--- src/rtl/fetch_unit_if.sv ---
// rtl/fetch_unit_if.sv - instruction-memory request/ack bus between fetch unit and memory
interface fetch_unit_if #(
    parameter int ADDR_W = 32,
    parameter int DATA_W = 32
) ();
    logic              imem_req;
    logic [ADDR_W-1:0] imem_addr;
    logic              imem_ack;
    logic [DATA_W-1:0] imem_rdata;

    modport master (output imem_req, imem_addr, input imem_ack, imem_rdata);
    modport slave  (input imem_req, imem_addr, output imem_ack, imem_rdata);
endinterface

--- src/rtl/fetch_unit.sv ---
// rtl/fetch_unit.sv - PC-driven instruction fetch with variable-latency memory and IF/ID register
module fetch_unit #(
    parameter int              ADDR_W = 32,
    parameter int              DATA_W = 32,
    parameter logic [DATA_W-1:0] NOP  = 32'h00000000
) (
    input  logic              clock,
    input  logic              reset,
    input  logic [ADDR_W-1:0] pc,
    output logic              stall_out,
    fetch_unit_if.master      imem,
    input  logic              id_stall,
    input  logic              flush,
    output logic [DATA_W-1:0] instr_out,
    output logic [ADDR_W-1:0] instr_pc,
    output logic              instr_valid
);
    typedef enum logic [1:0] {IDLE, WAIT, HOLD} state_t;

    state_t            state_q, state_d;
    logic              req_q, req_d;
    logic [ADDR_W-1:0] addr_q, addr_d;
    logic              flush_pending_q, flush_pending_d;
    logic [DATA_W-1:0] hold_data_q, hold_data_d;
    logic [ADDR_W-1:0] hold_addr_q, hold_addr_d;
    logic [DATA_W-1:0] out_q, out_d;
    logic [ADDR_W-1:0] opc_q, opc_d;
    logic              valid_q, valid_d;
    logic              deliver;

    always_comb begin
        deliver = ((state_q == WAIT) && imem.imem_ack && !flush_pending_q && !flush && !id_stall)
               || ((state_q == HOLD) && !id_stall && !flush);
        stall_out = !(deliver || flush);
    end

    always_comb begin
        state_d         = state_q;
        req_d           = req_q;
        addr_d          = addr_q;
        flush_pending_d = flush_pending_q;
        hold_data_d     = hold_data_q;
        hold_addr_d     = hold_addr_q;
        out_d           = out_q;
        opc_d           = opc_q;
        valid_d         = valid_q;

        case (state_q)
            IDLE: begin
                if (!flush) begin
                    req_d   = 1'b1;
                    addr_d  = pc;
                    state_d = WAIT;
                end
            end
            WAIT: begin
                // The request always runs to completion; a redirect only marks its data stale.
                if (imem.imem_ack) begin
                    req_d           = 1'b0;
                    flush_pending_d = 1'b0;
                    state_d         = IDLE;
                    if (!flush && !flush_pending_q && id_stall) begin
                        hold_data_d = imem.imem_rdata;
                        hold_addr_d = addr_q;
                        state_d     = HOLD;
                    end
                end else if (flush) begin
                    flush_pending_d = 1'b1;
                end
            end
            HOLD: begin
                if (flush || !id_stall) state_d = IDLE;
            end
            default: state_d = IDLE;
        endcase

        if (flush) begin
            valid_d = 1'b0;
            out_d   = NOP;
        end else if (!id_stall) begin
            if (deliver) begin
                valid_d = 1'b1;
                if (state_q == HOLD) begin
                    out_d = hold_data_q;
                    opc_d = hold_addr_q;
                end else begin
                    out_d = imem.imem_rdata;
                    opc_d = addr_q;
                end
            end else begin
                valid_d = 1'b0;
                out_d   = NOP;
            end
        end
    end

    always_ff @(posedge clock or posedge reset) begin
        if (reset) begin
            state_q         <= IDLE;
            req_q           <= 1'b0;
            addr_q          <= '0;
            flush_pending_q <= 1'b0;
            hold_data_q     <= '0;
            hold_addr_q     <= '0;
            out_q           <= NOP;
            opc_q           <= '0;
            valid_q         <= 1'b0;
        end else begin
            state_q         <= state_d;
            req_q           <= req_d;
            addr_q          <= addr_d;
            flush_pending_q <= flush_pending_d;
            hold_data_q     <= hold_data_d;
            hold_addr_q     <= hold_addr_d;
            out_q           <= out_d;
            opc_q           <= opc_d;
            valid_q         <= valid_d;
        end
    end

    assign imem.imem_req  = req_q;
    assign imem.imem_addr = addr_q;
    assign instr_out      = out_q;
    assign instr_pc       = opc_q;
    assign instr_valid    = valid_q;
endmodule
--- src/flat_wrapper.sv ---
// flat-port wrapper written by rule: the top's interface ports become plain ports
module fetch_unit_flat 
#(
    parameter int              ADDR_W = 32,
    parameter int              DATA_W = 32,
    parameter logic [DATA_W-1:0] NOP  = 32'h00000000
)
  (clock, reset, pc, stall_out, id_stall, flush, instr_out, instr_pc, instr_valid, imem_imem_req, imem_imem_addr, imem_imem_ack, imem_imem_rdata);
  fetch_unit_if #(.ADDR_W(ADDR_W), .DATA_W(DATA_W)) imem_i ();
  input  logic clock;
  input  logic reset;
  input  logic [ADDR_W-1:0] pc;
  output logic stall_out;
  input  logic id_stall;
  input  logic flush;
  output logic [DATA_W-1:0] instr_out;
  output logic [ADDR_W-1:0] instr_pc;
  output logic instr_valid;
  output wire logic [$bits(imem_i.imem_req)-1:0] imem_imem_req;
  output wire logic [$bits(imem_i.imem_addr)-1:0] imem_imem_addr;
  input wire logic [$bits(imem_i.imem_ack)-1:0] imem_imem_ack;
  input wire logic [$bits(imem_i.imem_rdata)-1:0] imem_imem_rdata;
  assign imem_imem_req = imem_i.imem_req;
  assign imem_imem_addr = imem_i.imem_addr;
  assign imem_i.imem_ack = imem_imem_ack;
  assign imem_i.imem_rdata = imem_imem_rdata;
  fetch_unit #(.ADDR_W(ADDR_W), .DATA_W(DATA_W), .NOP(NOP)) u_core (.clock(clock), .reset(reset), .pc(pc), .stall_out(stall_out), .imem(imem_i), .id_stall(id_stall), .flush(flush), .instr_out(instr_out), .instr_pc(instr_pc), .instr_valid(instr_valid));
endmodule
--- config.mk ---
export PLATFORM = sky130hd
export DESIGN_NAME = fetch_unit_flat
export DESIGN_NICKNAME = d
export VERILOG_FILES = /design/src/rtl/fetch_unit_if.sv /design/src/rtl/fetch_unit.sv /design/src/flat_wrapper.sv
export SDC_FILE = /design/constraint.sdc
export NUM_CORES = 1
export LEC_CHECK = 0
export BUFFER_PORTS_ARGS = -buffer_cell sky130_fd_sc_hd__buf_2
export CAP_MARGIN = 30
export CORE_MARGIN = 8
export CORE_UTILIZATION = 54
export DETAILED_ROUTE_END_ITERATION = 6
export PLACE_DENSITY = 0.82
export SKIP_LAST_GASP = 1
export SYNTH_ARGS = -nofsm -noshare
export SYNTH_HDL_FRONTEND = slang
export SYNTH_SLANG_ARGS = --single-unit
--- constraint.sdc ---
create_clock -name clock -period 5.79 [get_ports clock]
set_clock_uncertainty 0.2 [all_clocks]
set_input_delay 0.2895 -clock clock [delete_from_list [all_inputs] [get_ports clock]]
set_output_delay 0.2895 -clock clock [all_outputs]
set_load 0.005 [all_outputs]
==> flow_summary.toml, run 1 <==
[run_status]
outcome = "completed"

[route]
wl_per_cell_um = 18.74
final_antenna_net_count = 0
drt-initial-drc-count = 239
routed_via_density = 5.201
dr.pass1.iters = 4
via_count = 4613
route.detailed.drc = 0
finalWirelength_um = 16620

[setup_path]
cp-end-kind = "flop"
crit_slowest_cell = "buf_4"
critPathKind = "primary input to flop"
crit_path_max_incr_delay_ps = 740
worst-path-stages = 6
start_kind = "primary input"
r2r_start = "u_core.state_q[1]"
crit_family = "buffers and inverters"
reg2reg_to = "u_core.hold_addr_q[20]"
crit_path_max_fanout = 54
ff2ff_path_depth = 4
cp_num_buf_inv = 3
rrSetupSlack_ps = 3250
cp.required_ps = 5890
crit_chain = "dlygate4sd3_1 -> buf_2 -> nand3b_1 -> or3b_4 -> buf_4 -> mux2_2"
crit_arrival_ps = 2670

[pwr]
cellLeakagePower_nw = 4.502
p_seq_share_pct = 44.7
combPwrFrac_pct = 25.4
p_sw_mw = 1.111
netSwitchingFraction_pct = 26.25
powerDensity_nw_per_um2 = 455.1
clockPowerShare_pct = 29.9
p_int_mw = 3.121
vdd_drop_max_v = 0.0002630
total_power_mw = 4.232

[cells_and_area]
drive_gt1_share_pct = 51.33
syn_to_final_growth_pct = 32.38
final_cell_mix = "buf_2 (167), dfrtp_1 (165), mux2_2 (111)"
n_antenna_cell = 0
mostFrequentLayoutCell = "buf_2"
fin_nets = 771
nFillCells = 800

[clock_network]
cts_tree = "built"
clk_pin_slew_ps = 60
clk_latency_ps = 420
cts_buffers = 17
cts-root-buf = "clkbuf_16"
cts_sinks = 165
cts_max_path_buffers = 2
ctsResizeCount = 0
postCtsSetupBuffers = 0
cts_max_level = 4

[floorplanning]
io_pins = 168
die_h_um = 130.1
die-area_um2 = 16920
fp-row-count = 41
start_util_pct = 55.45
die_w_um = 130.1
coreArea_um2 = 12670

[synth]
syn_inst = 472
yosys-top-cells-area = "dfrtp_1 (59%), mux2_2 (18%), mux2_4 (10%)"
yosysUniqueCellTypes = 23
synth_top_area_cell = "dfrtp_1"
syn_area_um2 = 7025
yosys_most_used_dff = "dfrtp_1"
synth_enable_flop_cells = 0
yosys_warnings = 0
avgSynthCellArea_um2 = 14.88
seq_area_frac_synth_pct = 58.77
yosysTopAreaCellShare_pct = 58.77
ys_ff_latch = 165
synth_fp_nets = 541
synthArstFlopShare_pct = 100.0

[sta]
fin_crit_sh_pct = 44.35
rsz0062_at_grt = "false"
post-route-min-period_ps = 2568
finalSetupViolations = 0
maxSlewViolCount = 0
fin_hold_ws_ps = 100.7
fmax_mhz = 389.5
slew_headroom_pct = 33.27
tightest_slew_ps = 1001
fin_ws_ps = 3222
hold_violations = 0
tns_ps = 0

[placement]
dp_slack_ps = 3278
hpwl_um = 10220
gp_congestion = 0.7375
port_buffers = 167

[hold_path]
min_from = "flush"
hold_end = "u_core.imem.imem_req"
hp-class = "primary input to flop"
holdPathStages = 4

[grt]
grt_max_degree = 102
grt_pass1_wl_um = 26750
grt.total_usage_pct = 20.51
grt_pass1_vias = 5125
overflow = 0
antenna_found_initial = 0

[job]
cap_violations = 0
power by group through the flow:
stage / combinational, mW / sequential, mW / clock (mW)
6_report: 1.08 / 1.89 / 1.27
5_1_grt: 1.17 / 1.94 / 1.33
4_1_cts: 1.10 / 1.89 / 1.29
3_5_place_dp: 1.04 / 1.89 / 0
3_3_place_gp: 0.994 / 1.86 / 0
2_1_floorplan: 0.662 / 1.83 / 0
cell usage after synthesis (2+ instances only):
cell type,n
buf_2,10
buf_4,5
buf_6,6
clkbuf_1,6
dfrtp_1,165
inv_1,2
mux2_2,111
mux2_4,49
mux2i_1,32
nand2_1,36
nor2_1,3
nor2b_1,4
o21ai_0,33
layer usage:
layer | GRT usage [%] | vias to the layer above | share of wire, %
met5 | 0 | - | 0
met4 | 7.172 | 0 | 1.4
met3 | 5.916 | 20 | 7.4
met2 | 35.13 | 155 | 51
met1 | 24.19 | 2322 | 40
li1 | - | 2116 | -
worst max path at each step:
stage	from	end	slack, ps
global route	imem_imem_ack	u_core.hold_addr_q[22]	3100
detailed placement	id_stall	u_core.hold_addr_q[22]	3280
floorplan	reset	u_core.flush_pending_q	840
global placement	id_stall	u_core.hold_addr_q[21]	3370
CTS	imem_imem_ack	u_core.hold_addr_q[20]	3220
finish	imem_imem_ack	u_core.hold_addr_q[20]	3220
flip-flops by register name (all words and copies together), names as in the netlist, 2 cells and up:
register               flops
u_core.instr_out          32
u_core.imem.imem_addr     32
u_core.state_q             2
u_core.hold_data_q        32
u_core.instr_pc           32
u_core.hold_addr_q        32
final cells by class:
type | count | area [um^2] | area share (%)
clock buffer | 23 | 467.9 | 5.032
sequential | 165 | 4129 | 44.40
inverter | 2 | 12.51 | 0.1345
multi-input combinational | 277 | 2736 | 29.42
clock inverter | 9 | 197.7 | 2.126
tap | 172 | 215.2 | 2.314
timing repair buffer | 239 | 1541 | 16.57
worst min-delay path, cell delays in order:
cell,delay [ps]
buf_2,180
nor2_1,70
nor2_1,80
a21oi_1,50
what timing repair did:
item,4_1_cts,5_1_grt
hold buffers,66,0
endpoints found under the setup margin,0,0
hold endpoints to repair,186,0
cell families (layout without fill, tap and decap cells):
logic type             after synthesis  count (layout)  share of synthesized area [%]
muxes                              192             192                          32.82
DFF                                165             165                          58.77
and+or+nand+nor                     48              48                          3.010
AOI/OAI and AO/OA                   37              37                          2.707
buffers and inverters               30             273                          2.689
stage by stage:
step	cells	cell area (um^2)	util [%]
3_3_place_gp	789	7974	62.93
6_report	887	9300	73.40
4_1_cts	887	9300	73.40
2_1_floorplan	472	7025	-
5_1_grt	887	9300	73.40
3_5_place_dp	789	7974	62.93
Note: power is estimated with default switching activity, not from simulation.
==> run 2, diff against run 1 <==
==> constraint.sdc (replaced) <==
create_clock -name clock -period 2.6 [get_ports clock]
set_clock_uncertainty 0.2 [all_clocks]
set_input_delay 0.13 -clock clock [delete_from_list [all_inputs] [get_ports clock]]
set_output_delay 0.13 -clock clock [all_outputs]
set_load 0.005 [all_outputs]
==> run 2 against run 1 <==
Net effect:
- final area rose by 1.2%
- clock-buffer cell count did not move
- non-clock buffer count rose by 4
- flip-flop and latch count did not move
- critical path type is now flop to output pin
==> flow_summary.toml, run 2 (same netlist as run 1, synthesis figures left out) <==
[grt]
antenna_found_initial = 0
grt_max_degree = 166
use_met1_pct = 24.88
grt_pass1_wl_um = 27240
grt.total_usage_pct = 21.03
use_met2_pct = 34.61
busiest_layer = "met2"
grt_pass1_vias = 5222
overflow = 0
met3_usage_pct = 6.569

[clock_network]
postCtsSetupBuffers = 0
clk_latency_ps = 420
cts_max_path_buffers = 2
cts_buffers = 17
cts-root-buf = "clkbuf_16"
cts_tree = "built"
clk_pin_slew_ps = 60
cts_max_level = 4
cts_sinks = 165

[route]
wl_per_cell_um = 19.13
route.detailed.drc = 0
final_antenna_net_count = 0
routed_via_density = 5.288
finalWirelength_um = 17070
dr.pass1.iters = 4
drt-initial-drc-count = 308
via_count = 4717

[job]
cap_violations = 0

[pwr]
combPwrFrac_pct = 25.5
clockPowerShare_pct = 29.9
p_int_mw = 6.970
vdd_drop_max_v = 0.0006166
p_seq_share_pct = 44.6
netSwitchingFraction_pct = 26.07
p_sw_mw = 2.458
cellLeakagePower_nw = 4.544
powerDensity_nw_per_um2 = 1002

[placement]
dp_slack_ps = 172.9
gp_congestion = 0.7471
dpl-instance-area_um2 = 8038
hpwl_um = 10420
port_buffers = 167

[floorplanning]
die_w_um = 130.1
start_util_pct = 55.45
fp-row-count = 41
die-area_um2 = 16920
io_pins = 168
coreArea_um2 = 12670
die_h_um = 130.1

[cells_and_area]
fin_nets = 776
syn_to_final_growth_pct = 33.96
final_cell_mix = "buf_2 (167), dfrtp_1 (165), mux2_2 (111)"
design_area_um2 = 9412
drive_gt1_share_pct = 51.53
mostFrequentLayoutCell = "buf_2"
nFillCells = 785
n_antenna_cell = 0

[setup_path]
critPathKind = "flop to output pin"
crit_path_max_fanout = 46
crit_arrival_ps = 2110
rrSetupSlack_ps = 220
cp-end-kind = "output pin"
ff2ff_path_depth = 5
reg2reg_to = "u_core.instr_out[16]"
r2r_start = "u_core.state_q[1]"
start_kind = "flop"
cp.required_ps = 2270

[sta]
fmax_mhz = 409.5
fin_crit_sh_pct = 93.93
tns_ps = 0
maxSlewViolCount = 0
tightest_slew_ps = 861.4
rsz0062_at_grt = "false"
finalSetupViolations = 0
fin_hold_ws_ps = 35.98
slew_headroom_pct = 42.58
post-route-min-period_ps = 2442
hold_violations = 0
fin_ws_ps = 157.9

[hold_path]
hold_end = "u_core.instr_out[21]"
hp-class = "primary input to flop"
holdPathStages = 4
min_from = "id_stall"

[run_status]
outcome = "completed"
## run 2: worst max-delay path by stage
stage | startpoint | to | slack [ps] | depth (start not counted)
floorplan | reset | u_core.flush_pending_q | 170 | 1
global placement | u_core.state_q[1] | u_core.instr_out[29] | 300 | 5
detailed placement | u_core.state_q[1] | u_core.instr_out[16] | 170 | 5
CTS | u_core.state_q[1] | u_core.instr_out[16] | 50 | 5
global route | u_core.state_q[0] | stall_out | 10 | 5
finish | u_core.state_q[1] | stall_out | 160 | 5
## run 2: per-layer routing
metal / up-vias / wire length (um)
met5: - / 0
met1: 2378 / 7020
met4: 0 / 378
li1: 2140 / -
met3: 35 / 1284
met2: 164 / 8384
## run 2: power by group through the flow
| stage | registers (mW) | clock network (mW) | logic [mW] |
|---|---|---|---|
| 6_report | 4.21 | 2.82 | 2.40 |
| 5_1_grt | 4.32 | 2.95 | 2.62 |
| 3_5_place_dp | 4.22 | 0 | 2.31 |
| 2_1_floorplan | 4.08 | 0 | 1.47 |
| 3_3_place_gp | 4.13 | 0 | 2.23 |
| 4_1_cts | 4.19 | 2.87 | 2.43 |
## run 2: stage by stage
step | utilization [%] | instances | total power [mW]
after floorplan | - | 472 | 5.559
after global placement | 63.43 | 791 | 6.354
after global routing | 74.28 | 892 | 9.887
final | 74.28 | 892 | 9.428
after CTS | 74.25 | 892 | 9.495
after detailed placement | 63.43 | 791 | 6.531
## run 2: worst max-delay path: stages (launching register included)
cell and delay, ps:
dfrtp_1 480, nor4bb_4 460, o21ai_4 190, buf_12 220, nor2b_1 170, buf_2 130
## run 2: what timing repair did
| item | 4_1_cts | 5_1_grt |
|---|---|---|
| hold buffers | 68 | 0 |
| gates resized for setup | 2 | 1 |
| setup endpoints to repair | 1 | 24 |
| pin swaps | 1 | 2 |
| gates cloned | 1 | 0 |
| endpoints found under the hold margin | 264 | 0 |
## run 2: area by class of cell
class                           instances  area, um^2  area share [%]
Inverter                                2       11.26          0.1196
Sequential cell                       165        4129           43.87
Tap cell                              172       215.2           2.287
Multi-Input combinational cell        278        2760           29.33
Clock inverter                          9       197.7           2.101
Timing Repair Buffer                  243        1630           17.32
Clock buffer                           23       467.9           4.972
